### src/rtl/eeg_sample_buffer.sv
// EEG ingest buffer: captures ADC samples in a small FIFO and meters them out to the
// master one pulse per pop, counting samples per sleep epoch.
module eeg_sample_buffer #(
  parameter int EEG_SAMPLE_DEPTH  = 16,
  parameter int FIFO_DEPTH        = 8,
  parameter int SAMPLES_PER_EPOCH = 3000
) (
  input  logic                          clk,
  input  logic                          rst,
  input  logic                          new_sleep_epoch,
  input  logic                          adc_valid,
  input  logic [EEG_SAMPLE_DEPTH-1:0]   adc_sample,
  input  logic                          master_ready,
  output logic                          new_eeg_sample,
  output logic [EEG_SAMPLE_DEPTH-1:0]   eeg_sample,
  output logic [$clog2(FIFO_DEPTH):0]   fifo_count,
  output logic                          overflow,
  output logic                          epoch_done
);

  localparam int PW   = $clog2(FIFO_DEPTH);
  localparam int CNTW = PW + 1;
  localparam int EW   = $clog2(SAMPLES_PER_EPOCH + 1);

  localparam logic [CNTW-1:0] FULL_LVL  = CNTW'(FIFO_DEPTH);
  localparam logic [EW-1:0]   EPOCH_MAX = EW'(SAMPLES_PER_EPOCH);
  localparam logic [EW-1:0]   EPOCH_LST = EW'(SAMPLES_PER_EPOCH - 1);

  typedef enum logic [1:0] {
    S_IDLE    = 2'd0,
    S_COLLECT = 2'd1,
    S_DRAIN   = 2'd2
  } state_e;

  state_e                      state_q, state_d;
  logic [EEG_SAMPLE_DEPTH-1:0] mem_q [FIFO_DEPTH];
  logic [PW-1:0]               wr_ptr_q, wr_ptr_d;
  logic [PW-1:0]               rd_ptr_q, rd_ptr_d;
  logic [CNTW-1:0]             count_q, count_d;
  logic [EW-1:0]               accepted_q, accepted_d;
  logic [EW-1:0]               sent_q, sent_d;
  logic                        overflow_q, overflow_d;
  logic                        new_sample_q, new_sample_d;
  logic [EEG_SAMPLE_DEPTH-1:0] sample_q, sample_d;
  logic                        epoch_done_q, epoch_done_d;

  logic full_s;
  logic pop_en_s;
  logic push_req_s;
  logic push_s;
  logic pop_s;
  logic drop_s;

  assign full_s     = (count_q == FULL_LVL);
  assign pop_en_s   = (state_q != S_IDLE) && master_ready && (count_q != {CNTW{1'b0}});
  assign push_req_s = (state_q == S_COLLECT) && adc_valid && (accepted_q < EPOCH_MAX);

  // Next-state logic: a new epoch request overrides every push and pop in its cycle.
  always_comb begin
    state_d      = state_q;
    wr_ptr_d     = wr_ptr_q;
    rd_ptr_d     = rd_ptr_q;
    count_d      = count_q;
    accepted_d   = accepted_q;
    sent_d       = sent_q;
    overflow_d   = overflow_q;
    sample_d     = sample_q;
    new_sample_d = 1'b0;
    epoch_done_d = 1'b0;
    push_s       = 1'b0;
    pop_s        = 1'b0;
    drop_s       = 1'b0;

    if (new_sleep_epoch) begin
      wr_ptr_d   = {PW{1'b0}};
      rd_ptr_d   = {PW{1'b0}};
      count_d    = {CNTW{1'b0}};
      accepted_d = {EW{1'b0}};
      sent_d     = {EW{1'b0}};
      overflow_d = 1'b0;
      state_d    = S_COLLECT;
    end else begin
      pop_s  = pop_en_s;
      push_s = push_req_s && (!full_s || pop_en_s);
      drop_s = push_req_s && full_s && !pop_en_s;

      if (pop_s) begin
        sample_d     = mem_q[rd_ptr_q];
        new_sample_d = 1'b1;
        rd_ptr_d     = rd_ptr_q + PW'(1);
        if (sent_q < EPOCH_MAX) begin
          sent_d = sent_q + EW'(1);
        end else begin
          sent_d = sent_q;
        end
        if (sent_q == EPOCH_LST) begin
          epoch_done_d = 1'b1;
        end else begin
          epoch_done_d = 1'b0;
        end
      end else begin
        rd_ptr_d = rd_ptr_q;
      end

      if (push_s) begin
        wr_ptr_d   = wr_ptr_q + PW'(1);
        accepted_d = accepted_q + EW'(1);
      end else begin
        wr_ptr_d = wr_ptr_q;
      end

      // Push with a simultaneous pop leaves occupancy unchanged, even when full.
      case ({push_s, pop_s})
        2'b10:   count_d = count_q + CNTW'(1);
        2'b01:   count_d = count_q - CNTW'(1);
        default: count_d = count_q;
      endcase

      if (drop_s) begin
        overflow_d = 1'b1;
      end else begin
        overflow_d = overflow_q;
      end

      case (state_q)
        S_IDLE:    state_d = S_IDLE;
        S_COLLECT: begin
          if (push_s && (accepted_q == EPOCH_LST)) begin
            state_d = S_DRAIN;
          end else begin
            state_d = S_COLLECT;
          end
        end
        S_DRAIN: begin
          if (pop_s && (sent_q == EPOCH_LST)) begin
            state_d = S_IDLE;
          end else begin
            state_d = S_DRAIN;
          end
        end
        default:   state_d = S_IDLE;
      endcase
    end
  end

  // Control and output registers.
  always_ff @(posedge clk) begin
    if (rst) begin
      state_q      <= S_IDLE;
      wr_ptr_q     <= {PW{1'b0}};
      rd_ptr_q     <= {PW{1'b0}};
      count_q      <= {CNTW{1'b0}};
      accepted_q   <= {EW{1'b0}};
      sent_q       <= {EW{1'b0}};
      overflow_q   <= 1'b0;
      new_sample_q <= 1'b0;
      sample_q     <= {EEG_SAMPLE_DEPTH{1'b0}};
      epoch_done_q <= 1'b0;
    end else begin
      state_q      <= state_d;
      wr_ptr_q     <= wr_ptr_d;
      rd_ptr_q     <= rd_ptr_d;
      count_q      <= count_d;
      accepted_q   <= accepted_d;
      sent_q       <= sent_d;
      overflow_q   <= overflow_d;
      new_sample_q <= new_sample_d;
      sample_q     <= sample_d;
      epoch_done_q <= epoch_done_d;
    end
  end

  // Storage array; contents need no reset since occupancy gates every read.
  always_ff @(posedge clk) begin
    if (!rst && push_s) begin
      mem_q[wr_ptr_q] <= adc_sample;
    end
  end

  assign new_eeg_sample = new_sample_q;
  assign eeg_sample     = sample_q;
  assign fifo_count     = count_q;
  assign overflow       = overflow_q;
  assign epoch_done     = epoch_done_q;

endmodule

### config.mk
export PLATFORM = sky130hd
export DESIGN_NAME = eeg_sample_buffer
export DESIGN_NICKNAME = d
export VERILOG_FILES = /design/src/rtl/eeg_sample_buffer.sv
export SDC_FILE = /design/constraint.sdc
export NUM_CORES = 1
export LEC_CHECK = 0
export ABC_AREA = 1
export CORE_ASPECT_RATIO = 2
export CORE_MARGIN = 5
export CORE_UTILIZATION = 45
export DETAILED_ROUTE_END_ITERATION = 16
export PLACE_DENSITY = 0.68
export SLEW_MARGIN = 15
export SYNTH_ARGS = -nofsm -noshare
export SYNTH_HDL_FRONTEND = slang
export SYNTH_SLANG_ARGS = --single-unit
### constraint.sdc
create_clock -name clk -period 3.4 [get_ports clk]
set_input_delay 0.51 -clock clk [delete_from_list [all_inputs] [get_ports clk]]
set_output_delay 0.51 -clock clk [all_outputs]
set_load 0.05 [all_outputs]
==> out/metrics.csv <==
stage,metric,value,unit
outcome,status,finished clean,
cts,cts.sinks,183,
synth,ys.warnings.count,0,
timing,clock.fmax,437,MHz
synth,synthesis.area,0.00761,mm^2
floorplanning,die_x,102,um
synth,ys.flop_type,edfxtp_1,
final_layout,fillCellCount,1413,
place,placed_cell_area,0.00831,mm^2
place,placedCellCount,938,
global_route,gr-total-overflow,0,
floorplanning,die-area,0.0198,mm^2
worst_setup_path,cp-start-kind,flop,
timing,fin_hold_ws,0.465,ns
synth,synth_edf_count,128,
worst_setup_path,cp_max_fo,5,
synth,synth_top_cell_by_area,edfxtp_1,
route,first_pass_iters,5,
cts,cts_tree,built,
place,dp_hpwl,12.2,mm
worst_setup_path,crit_slowest_cell,dfxtp_1,
synth,syn_nets,733,
place,portBuffers,43,
pwr,ir_drop,0.000364,V
cts,clockBufferDepth,2,
final_layout,num_antenna_cells,0,
cts,cts_setup_buffers,0,
route,wl,17.8,mm
floorplanning,initial_core_util,0.456,
global_route,grt_pass1_vias,5760,
pwr,power.density,505,mW/mm^2
flow_run,drv_cap,0,
final_layout,layout.nets,781,
floorplanning,die_h,194,um
worst_setup_path,crit_path_cell_trace,nand2_2 > nor2_1 > nand3_1 > nand2_2 > nand2_1 > inv_1 > ha_1 > nand2_1 > nor2_1 > a211oi_1 > nand2_1 > nand2_1 > nand3_1 > nand2_1 > nor2_1,
route,vias,5499,
timing,worst_pin_slew,1.06,ns
place,gp_congestion,0.835,
global_route,grt.met3_usage,0.0342,
route,ant_nets,0,
synth,synth_top_area_share,0.505,
synth,synth_most_common_cell,edfxtp_1,
global_route,grt_util_met2,0.338,
timing,post-route-period-util,0.674,
cts,clock_latency,0.43,ns
timing,slew-limit-headroom,0.294,
timing,finalCriticalPeriod,2.29,ns
cts,path_clk_slew,0.07,ns
global_route,grt_pass1_wl,28.6,mm
pwr,p_leak,2.91,nW
global_route,grt_max_degree,66,
synth,synthTopCellsByArea,"edfxtp_1 51%, dfxtp_1 14%, o21ai_0 5.1%",
synth,synth_area_per_cell,10.8,um^2
global_route,grt_use_total,0.186,
worst_setup_path,crit_type,flop to flop,
route,wl_per_cell,18.3,um
cts,numCtsBuffers,17,
timing,slew_viol_final,0,
route,first_iter_violations,293,
global_route,use_met1,0.202,
pwr,power,4.49,mW
timing,tns,0,ns
cts,cts_root_buf,clkbuf_16,
final_layout,drive_gt1_frac,0.114,
timing,finalClockSkew,0.0157,ns
cts,htree_num_levels,4,
worst_setup_path,arrival,2.62,ns
final_layout,design_area,0.00890,mm^2
cts,postCtsHoldBufs,0,
worst_setup_path,critPathMaxStageDelay,0.42,ns
final_layout,area_delta_synth_final,17.0,%
route,drc,0,
global_route,antenna_found_initial,0,
synth,synth_common_cells,"128 x edfxtp_1, 99 x nor2_1, 87 x nand2_1",
final_layout,stdcell_count,970,
cts,ctsResizeCount,0,
route,via_per_inst,5.67,
floorplanning,row_count,67,
floorplanning,ios,44,
timing,rsz0062_at_grt,no,
floorplanning,core-area,0.0167,mm^2
synth,syn_inst,702,
synth,synth-seq-cells,183,
timing,setup_viol,0,
worst_setup_path,path_common_cell,nand2_1,
worst_setup_path,required,3.73,ns
global_route,grt_most_used_layer,met2,
worst_setup_path,crit_path_end_kind,flop,
synth,yosysSeqAreaShare,0.650,
hold_path,hp-class,flop to flop,
timing,hold_violations,0,
synth,synth_cell_types,32,
synth,async_flop_share,0,
==> logic make-up after synthesis <==
group	synth area share
AOI/OAI and AO/OA	0.128
adders and majority gates	0.0174
xor gates and xnor gates	0.0184
and+or+nand+nor	0.142
DFF	0.650
buffers and inverters	0.0442
==> worst max-delay path, delay by kind of cell (launching register included) <==
family	cells	cell delay, ns
adder cells (fa/ha/maj)	1	0.27
AO/OA/AOI/OAI	1	0.23
AND/OR/NAND/NOR	12	1.17
buffers and inverters	1	0.10
flip-flops	1	0.42
==> per-layer routing <==
layer,up-vias,share of wire
met5,-,0
met4,0,0.033
met3,56,0.042
met2,180,0.55
met1,2686,0.37
li1,2577,-
==> power by group <==
part | internal, mW | switching (mW)
clock network | 1.10 | 0.874
registers | 2.39 | 0.00542
logic | 0.0435 | 0.0839
==> cells in the final DEF, fill, tap and decap left out, drive strengths merged, types with 21 or more instances in the layout <==
cell | netlist | routed
edfxtp | 128 | 128
nor2 | 102 | 102
nand2 | 99 | 99
o21ai | 78 | 78
dfxtp | 55 | 55
a21oi | 46 | 46
inv | 39 | 46
clkdlybuf4s50 | 0 | 43
o221ai | 26 | 26
nand3 | 26 | 26
buf | 15 | 22
nor3 | 21 | 21
==> final cells by class <==
class | count | area, um^2 | area share
sequential | 183 | 4950 | 0.556
multi-input combinational | 444 | 2350 | 0.264
timing repair buffer | 65 | 608 | 0.0683
clock buffer | 17 | 425 | 0.0478
tap | 207 | 259 | 0.0291
clock inverter | 15 | 166 | 0.0187
inverter | 39 | 146 | 0.0165
==> per-stage QoR <==
| stage | utilization | setup slack (ns) |
|---|---|---|
| floorplan | - | 0.362 |
| global placement | 0.498 | 0.833 |
| detailed placement | 0.498 | 0.765 |
| CTS | 0.533 | 1.11 |
| global route | 0.533 | 0.871 |
| finish | 0.533 | 1.11 |
==> sequential cells by signal, summed over array words and instances, names as in the netlist <==
register	count
accepted_q	12
eeg_sample	16
epoch_done	1
fifo_count	4
mem_q	128
new_eeg_sample	1
overflow	1
rd_ptr_q	3
sent_q	12
state_q	2
wr_ptr_q	3
==> worst paths after layout <==
path                                 endpoint          start  cells after the start  slack (ns)
worst min-delay path            eeg_sample[3]  eeg_sample[3]                      2        0.47
worst max-delay path            fifo_count[3]  accepted_q[5]                     15        1.11
worst min register to register  eeg_sample[3]  eeg_sample[3]                      2        0.47
worst max register to register  fifo_count[3]  accepted_q[5]                     15        1.11
Note: power is estimated with default switching activity, not from simulation.
